`config.mk`:
```
export PLATFORM = sky130hd
export DESIGN_NAME = fsub_issue
export DESIGN_NICKNAME = d
export VERILOG_FILES = /design/src/rtl/fpu_pkg.sv /design/src/rtl/fsub_result_fifo.sv /design/src/rtl/fsub_issue.sv
export SDC_FILE = /design/constraint.sdc
export NUM_CORES = 1
export LEC_CHECK = 0
export ABC_AREA = 1
export CAP_MARGIN = 20
export CORE_ASPECT_RATIO = 1.25
export CORE_MARGIN = 2
export CORE_UTILIZATION = 40
export CTS_CLUSTER_SIZE = 24
export DETAILED_ROUTE_END_ITERATION = 8
export GPL_TIMING_DRIVEN = 1
export SYNTH_ARGS = -nofsm -noshare
export SYNTH_HDL_FRONTEND = slang
export SYNTH_SLANG_ARGS = --single-unit
```
`constraint.sdc`:
```
create_clock -name clk -period 2.7 [get_ports clk]
set_clock_uncertainty 0.2 [all_clocks]
set_input_delay 0.27 -clock clk [delete_from_list [all_inputs] [get_ports clk]]
set_output_delay 0.27 -clock clk [all_outputs]
set_load 0.03 [all_outputs]
```
`src/rtl/fpu_pkg.sv`:
```
// Shared FPU definitions: fsub pipeline latency, IEEE-754 single field
// positions, default tag width and a sign-manipulation helper.
package fpu_pkg;

    localparam int FSUB_LAT    = 3;
    localparam int FP_W        = 32;
    localparam int FP_SIGN_BIT = 31;
    localparam int FP_EXP_MSB  = 30;
    localparam int FP_EXP_LSB  = 23;
    localparam int FP_MAN_MSB  = 22;
    localparam int TAG_W_DEF   = 5;

    // Optionally invert the sign of a single-precision value; exponent and
    // mantissa pass through untouched, so this is exact for every encoding.
    function automatic logic [FP_W-1:0] fp_flip_sign(input logic [FP_W-1:0] x,
                                                     input logic            flip);
        return {x[FP_SIGN_BIT] ^ flip, x[FP_SIGN_BIT-1:0]};
    endfunction

endpackage

```
`src/rtl/fsub_result_fifo.sv`:
```
// Generic result FIFO with extended-width pointers. Push is never refused
// (the issuing side guarantees space); pop when empty is ignored. The head
// entry is read combinationally.
module fsub_result_fifo #(
    parameter int DEPTH = 8,
    parameter int W     = 37
) (
    input  logic                     clk,
    input  logic                     reset,
    input  logic                     push,
    input  logic [W-1:0]             push_data,
    input  logic                     pop,
    output logic [W-1:0]             head_data,
    output logic                     head_valid,
    output logic [$clog2(DEPTH):0]   count
);

    localparam int AW = $clog2(DEPTH);

    logic [AW:0]  wptr;
    logic [AW:0]  rptr;
    logic [W-1:0] mem [DEPTH];
    logic         pop_en;

    // Pointer difference is the occupancy; the extra MSB separates full from empty.
    assign count      = wptr - rptr;
    assign head_valid = (count != '0);
    assign pop_en     = pop && head_valid;
    assign head_data  = mem[rptr[AW-1:0]];

    // Pointer advance; both may move in the same cycle, leaving count unchanged.
    always_ff @(posedge clk or posedge reset) begin
        if (reset) begin
            wptr <= '0;
            rptr <= '0;
        end else begin
            if (push)   wptr <= wptr + 1'b1;
            if (pop_en) rptr <= rptr + 1'b1;
        end
    end

    // Storage write; contents are data only and are not cleared by reset.
    always_ff @(posedge clk) begin
        if (push) mem[wptr[AW-1:0]] <= push_data;
    end

endmodule

```
`src/rtl/fsub_issue.sv`:
```
// Issue/collect wrapper around the non-stallable fsub pipeline. Requests are
// turned into subtracts, tracked with a valid/tag shift pipe matched to the
// fsub latency, and their results collected into a FIFO. Issue is throttled
// by a credit count so that every in-flight result is guaranteed a slot.
module fsub_issue
    import fpu_pkg::*;
#(
    parameter int LAT   = FSUB_LAT,
    parameter int DEPTH = 8,
    parameter int TAG_W = TAG_W_DEF
) (
    input  logic             clk,
    input  logic             reset,
    input  logic             in_valid,
    output logic             in_ready,
    input  logic [31:0]      in_op1,
    input  logic [31:0]      in_op2,
    input  logic             in_sub,
    input  logic [TAG_W-1:0] in_tag,
    output logic [31:0]      fs_op1,
    output logic [31:0]      fs_op2,
    output logic             fs_reset,
    input  logic [31:0]      fs_result,
    output logic             out_valid,
    input  logic             out_ready,
    output logic [31:0]      out_result,
    output logic [TAG_W-1:0] out_tag
);

    localparam int CW    = $clog2(DEPTH) + 1;
    localparam int OCC_W = $clog2(DEPTH + LAT + 1);

    logic                fire;
    logic [LAT-1:0]      vp;
    logic [TAG_W-1:0]    tp [LAT];
    logic [CW-1:0]       count;
    logic [OCC_W-1:0]    occ;
    logic [32+TAG_W-1:0] head;

    assign fire     = in_valid && in_ready;
    assign fs_reset = ~reset;

    // fsub only subtracts: an add is issued as A - (-B).
    assign fs_op1 = in_op1;
    assign fs_op2 = fp_flip_sign(in_op2, ~in_sub);

    // Valid pipe: one bit per fsub stage, cleared so stale results are never captured.
    always_ff @(posedge clk or posedge reset) begin
        if (reset) begin
            vp <= '0;
        end else begin
            vp[0] <= fire;
            for (int i = 1; i < LAT; i++) vp[i] <= vp[i-1];
        end
    end

    // Tag pipe: data only, qualified by the valid pipe alongside it.
    always_ff @(posedge clk) begin
        tp[0] <= in_tag;
        for (int i = 1; i < LAT; i++) tp[i] <= tp[i-1];
    end

    // Credits in use: FIFO entries plus results still inside fsub.
    always_comb begin
        occ = OCC_W'(count);
        for (int i = 0; i < LAT; i++) occ = occ + OCC_W'(vp[i]);
    end

    // Ready depends only on registered state (and is held low during reset),
    // so there is no combinational path from out_ready or in_valid.
    assign in_ready = !reset && (occ < OCC_W'(DEPTH));

    fsub_result_fifo #(
        .DEPTH (DEPTH),
        .W     (32 + TAG_W)
    ) u_fifo (
        .clk        (clk),
        .reset      (reset),
        .push       (vp[LAT-1]),
        .push_data  ({fs_result, tp[LAT-1]}),
        .pop        (out_ready),
        .head_data  (head),
        .head_valid (out_valid),
        .count      (count)
    );

    assign out_result = head[32+TAG_W-1:TAG_W];
    assign out_tag    = head[TAG_W-1:0];

endmodule

```
### After elaboration in Yosys (flattened, before gate mapping)

Memories as Yosys holds them, arrays and structs flattened.
Index checks and enable logic that the tools add are counted.

| storage, ports and cells | value |
|---|---|
| input bits | 106 |
| RAM bits | 311 |
| register bits | 11 |
| output and inout port bits | 104 |
| memories kept | 2 |

| operators by class | value |
|---|---|
| add/subtract/negate cells | 6 |
| bitwise logic cells | 3 |
| reductions and logical operators | 5 |
| multiplexer cells | 2 |
| magnitude comparators | 1 |

Memory list:

| name | words | bits a word | rd ports | clocked after Yosys merged registers in | wr ports | line | source |
|---|---|---|---|---|---|---|---|
| u_fifo.mem | 8 | 37 | 1 | 0 | 1 | fsub_result_fifo.sv:22 | `logic [W-1:0] mem [DEPTH];` |
| tp | 3 | 5 | 3 | 0 | 3 | fsub_issue.sv:35 | `logic [TAG_W-1:0] tp [LAT];` |

Operators by type and width:

| operator | count |
|---|---|
| 4-bit by 1-bit adder with 4-bit output | 3 |
| 4-bit by 1-bit adder with 4-bit output, second input constant | 2 |
| 4-bit less-than comparator, second input constant | 1 |
| 4-bit nonzero test | 1 |
| 4-bit subtractor | 1 |
| 1-bit logical AND | 3 |
| 1-bit two-way mux | 2 |
| 1-bit NOT | 2 |
| 1-bit logical NOT | 1 |
| 1-bit XOR | 1 |

### Depth between registers and ports, before layout

| logic depth | value |
|---|---|
| word-level depth | 7 |
| depth in mapped cells | 11 |
| mapped depth without buffers | 11 |

### By module

A second synthesis with hierarchy kept.

| unflattened totals | value |
|---|---|
| cells, all modules | 1,015 |
| area, all modules | 13,115.1 um^2 |

By module, submodules not included:

| module | instances | cells each | area each (um^2) |
|---|---|---|---|
| fsub_result_fifo | 1 | 912 | 12,141.6 |
| fsub_issue | 1 | 103 | 973.4 |

### Worst setup path before layout

Ideal clock, no wire load.

| timing | value |
|---|---|
| path kind | register -> register |
| from | register vp[2] |
| to | memory u_fifo.mem[7][0], enable pin |
| setup time | 0.434 ns |
| clock period less this slack | 2.928 ns |
| stages on the path, launching flop included | 4 |
| slack | -0.228 ns |
| data arrival time | 2.294 ns |
| cell sequence | dfrtp_1 clkbuf_1 nand2_1 nor2_1 |

| between the ends | value |
|---|---|
| cells in the longest elaborated chain, start to end | 2 |

Ends and longest elaborated chain:

| what | line | source |
|---|---|---|
| from (decl) | fsub_issue.sv:34 | `logic [LAT-1:0] vp;` |
| from (signal assigned) | fsub_issue.sv:50 | `vp <= '0;` |
| 1-bit two-way mux | fsub_result_fifo.sv:44 | `if (push) mem[wptr[AW-1:0]] <= push_data;` |
| 1-bit two-way mux (not written as such) | fsub_result_fifo.sv:44 |  |
| to (decl) | fsub_result_fifo.sv:22 |  |

Every way passes these cells.

### Worst setup path in the final report

| timing | value |
|---|---|
| from | register u_fifo.rptr[0] |
| to | output in_ready |

| between the ends | value |
|---|---|
| cells in the longest elaborated chain, start to end | 6 |

Ends and longest elaborated chain:

| what | line | source |
|---|---|---|
| from (decl) | fsub_result_fifo.sv:21 | `logic [AW:0] rptr;` |
| from (signal assigned) | fsub_result_fifo.sv:38 | `if (pop_en) rptr <= rptr + 1'b1;` |
| 4-bit subtractor | fsub_result_fifo.sv:26 | `assign count = wptr - rptr;` |
| 4-bit by 1-bit adder with 4-bit output (3 in a row) | fsub_issue.sv:66 | `for (int i = 0; i < LAT; i++) occ = occ + OCC_W'(vp[i]);` |
| 4-bit less-than comparator | fsub_issue.sv:71 | `assign in_ready = !reset && (occ < OCC_W'(DEPTH));` |
| 1-bit logical AND | fsub_issue.sv:71 |  |
| to (decl) | fsub_issue.sv:15 | `output logic in_ready,` |

Every way passes these cells.

==> impl_metrics.ini <==
[synthesis]
ys_types = 27
ys_warn_count = 0
yosys_register_bits = 322
ys_seq_area_share_pct = 72.1
postSynthCellCount = 1012
post_synth_instance_area_mm2 = 0.0131
net_count_of_the_mapped_netlist = 1126
synth.avg_cell_area_um2 = 13.0

[placed_design]
gp_congestion = 0.704
port_buffers = 83
dpl.hpwl_um = 15900

[layout]
final_net_count = 1213
fraction_of_layout_cells_with_a_size_suffix_above_1_pct = 30.1
final_common_cell = edfxtp_1
insertedDiodeCount = 0
top_library_cells_by_usage_in_the_layout_fill_and_taps_aside = edfxtp_1, nand2_1, nor2_1
layout_overhead_on_the_synthesized_area_pct = 28.3

[die]
floorplan.initialDensity_pct = 40.4
design.portCount = 210
die_height_um = 206
chipWidth_um = 166
floorplan.die_area_mm2 = 0.0343
std_cell_rows = 74
placeableCoreArea_mm2 = 0.0325

[clocking]
cts_sinks = 322
insertion_delay_ps = 550
worst_setup_hold_path_clk_slew_ps = 50
cts_buffers = 31
cts.path.max_buffers = 3
tritoncts = built
htree_levels = 1
cts_root_buffer_type = clkbuf_16

[global_routing]
first_global_vias = 8328
maximum_number_of_pins_on_one_net_before_global_route_repair = 78
global_route_wire_length_before_repair_um = 52100
grt.overflow.total = 0
grt.total_usage_pct = 20.4
initial_antenna_violation_count = 1

[worst_setup_path]
timing.critical_path.slowest_stage_cell = fa_1
crit_path_end_kind = primary output
crit_fanout = 2
timing.critical_path.arrival_ps = 2660
critical_path_class = reg -> out
timing.critical_path.buf_inv = 3
critical-path-top-delay-family = adder cells
worst-endpoint-required_ps = 2230
worst_setup_start_kind = flop
crit_path_max_cell_delay_ps = 500
cp_cell_sequence = ha_2, fa_1, inv_1, ha_1, nand3_1, nand2_1, nand2_1, nand3b_1, nand3_2, inv_1, buf_6

[route]
dr.pass1.iters = 5
final_antenna_net_count = 0
number_of_drc_violations_after_detailed_routing_iteration_0 = 781
drc = 0
detail_route.vias_per_cell = 5.42
drt-wirelength-per-cell_um = 23.2
via_count = 8350
drt_wl_total_um = 35700

[power_and_ir_drop]
power.internal_w = 0.0127
irDropWorstVdd_mv = 0.768
power_frac_clock_pct = 20.3
power_frac_comb_pct = 50.2
total_switching_power_w = 0.00776
seq_power_share_pct = 29.5
power.density_mw_per_mm2 = 1220
cellLeakagePower_nw = 5.88
fin_total_pwr_w = 0.0205
proportion_of_total_power_due_to_net_switching_pct = 37.9

[sta]
fin_tns_setup_ps = -5700
setup_repair_after_global_routing_missed_its_margin = yes
maximum_clock_frequency_mhz = 320
setup-violations-final = 38
hold_violations = 0
timing.max_slew.rel_slack_pct = 55.4
finalCritPeriodShare_pct = 116
worst_pin_slew_ps = 669
timing.final.ws_setup_ps = -428
final_max_slew_viol_count = 0
post-route-min-period_ps = 3130

[outcome]
outcome = complete, but fails checks
violations = negative setup slack

[worst_hold_path]
hp-class = in -> reg

[job]
maxCapViolations = 0
## layout make-up
type                       count  area [um2]
clock buffer                  41         813
clock inverter                16         149
fill                        2676       15700
inverter                      18        93.8
multi-input combinational    552        3270
sequential                   322        9470
tap                          418         523
timing repair buffer         172        2480
timing repair inverter         2        28.8
## cells in the mapped netlist
cell | instances | area share [%]
o21ai_1 | 16 | 0.61
clkbuf_1 | 19 | 0.54
dfrtp_1 | 11 | 2.1
edfxtp_1 | 296 | 68
nand2_1 | 143 | 4.1
buf_8 | 3 | 0.34
buf_6 | 9 | 0.77
nor2_1 | 123 | 3.5
nand3_1 | 11 | 0.42
buf_12 | 1 | 0.15
buf_4 | 64 | 3.7
dfxtp_1 | 15 | 2.3
inv_6 | 1 | 0.067
inv_1 | 13 | 0.37
inv_2 | 4 | 0.11
nand3_2 | 1 | 0.076
o21ai_0 | 114 | 4.3
nand3b_1 | 1 | 0.057
o21ai_2 | 19 | 1.3
xor2_1 | 5 | 0.33
ha_1 | 6 | 0.57
buf_2 | 24 | 0.92
nor2_2 | 35 | 1.7
xnor2_1 | 1 | 0.067
fa_1 | 2 | 0.31
a21oi_1 | 1 | 0.038
o22ai_1 | 74 | 3.5
## worst paths after layout
kind                                             from                          to  slack [ps]  cells past startpoint
min in group asynchronous                       reset  u_fifo.wptr[3]$_DFFE_PP0P_         420                      4
max in group asynchronous                       reset  u_fifo.rptr[0]$_DFFE_PP0P_        1700                      4
setup / recovery           u_fifo.rptr[0]$_DFFE_PP0P_                    in_ready        -430                     11
setup reg to reg           u_fifo.rptr[0]$_DFFE_PP0P_             vp[0]$_DFF_PP0_         420                     10
hold / removal                               in_valid             vp[0]$_DFF_PP0_          50                      3
hold reg to reg                      tp[0][2]$_DFF_P_            tp[0][7]$_DFF_P_         120                      0
## worst min-delay path, cell delays in order
cell and delay, ps:
clkdlybuf4s50_1 400, inv_1 60, nor2_1 40
## power groups by stage
| stage | Clock (W) | Combinational [W] | Sequential [W] |
|---|---|---|---|
| 4_1_cts | 0.00423 | 0.00991 | 0.00602 |
| 6_report | 0.00416 | 0.0103 | 0.00603 |
| 5_1_grt | 0.00441 | 0.0109 | 0.00606 |
| 2_1_floorplan | 0 | 0.00469 | 0.00609 |
| 3_3_place_gp | 0 | 0.00655 | 0.00610 |
| 3_5_place_dp | 0 | 0.00659 | 0.00611 |
## per-stage QoR
step | instance area (um2) | utilization [%] | hold slack (ps) | setup slack (ps) | cells
2_1_floorplan | 13100 | - | 33.0 | -186 | 1012
3_3_place_gp | 13900 | 42.9 | 116 | 91.8 | 1418
3_5_place_dp | 13900 | 42.9 | 113 | 67.7 | 1418
4_1_cts | 16500 | 50.8 | 34.8 | -462 | 1539
5_1_grt | 16800 | 51.8 | 46.8 | -567 | 1541
6_report | 16800 | 51.8 | 49.2 | -428 | 1541
## registers in the layout (all words and copies together) (netlist names)
signal	flops
tp	15
u_fifo.mem	296
u_fifo.rptr	4
u_fifo.wptr	4
vp	3
## per-layer routing
metal | vias to the layer above | track usage (%) | routed length [um]
met5 | - | 0 | 13
met1 | 4186 | 25.1 | 14200
met4 | 2 | 9.63 | 1570
met2 | 272 | 35.8 | 17700
met3 | 137 | 2.80 | 2220
li1 | 3753 | - | -
## what timing repair did
action	CTS	global route
resized for setup	205	95
hold buffers	6	0
pin swaps	65	75
buffers inserted	29	4
hold endpoints to repair	16	0
gates cloned	29	3
endpoints found under the setup margin	39	39
## cells by family (layout without fill, tap and decap cells)
| logic type | count (synthesis) | in the layout | synth area share [%] |
|---|---|---|---|
| buffers and inverters | 138 | 249 | 6.94 |
| adder cells (fa/ha/maj) | 8 | 8 | 0.878 |
| AO/OA/AOI/OAI | 224 | 224 | 9.80 |
| AND/OR/NAND/NOR | 314 | 314 | 9.83 |
| flip-flops | 322 | 322 | 72.1 |
| XOR/XNOR | 6 | 6 | 0.401 |
Note: power is estimated with default switching activity, not from simulation.
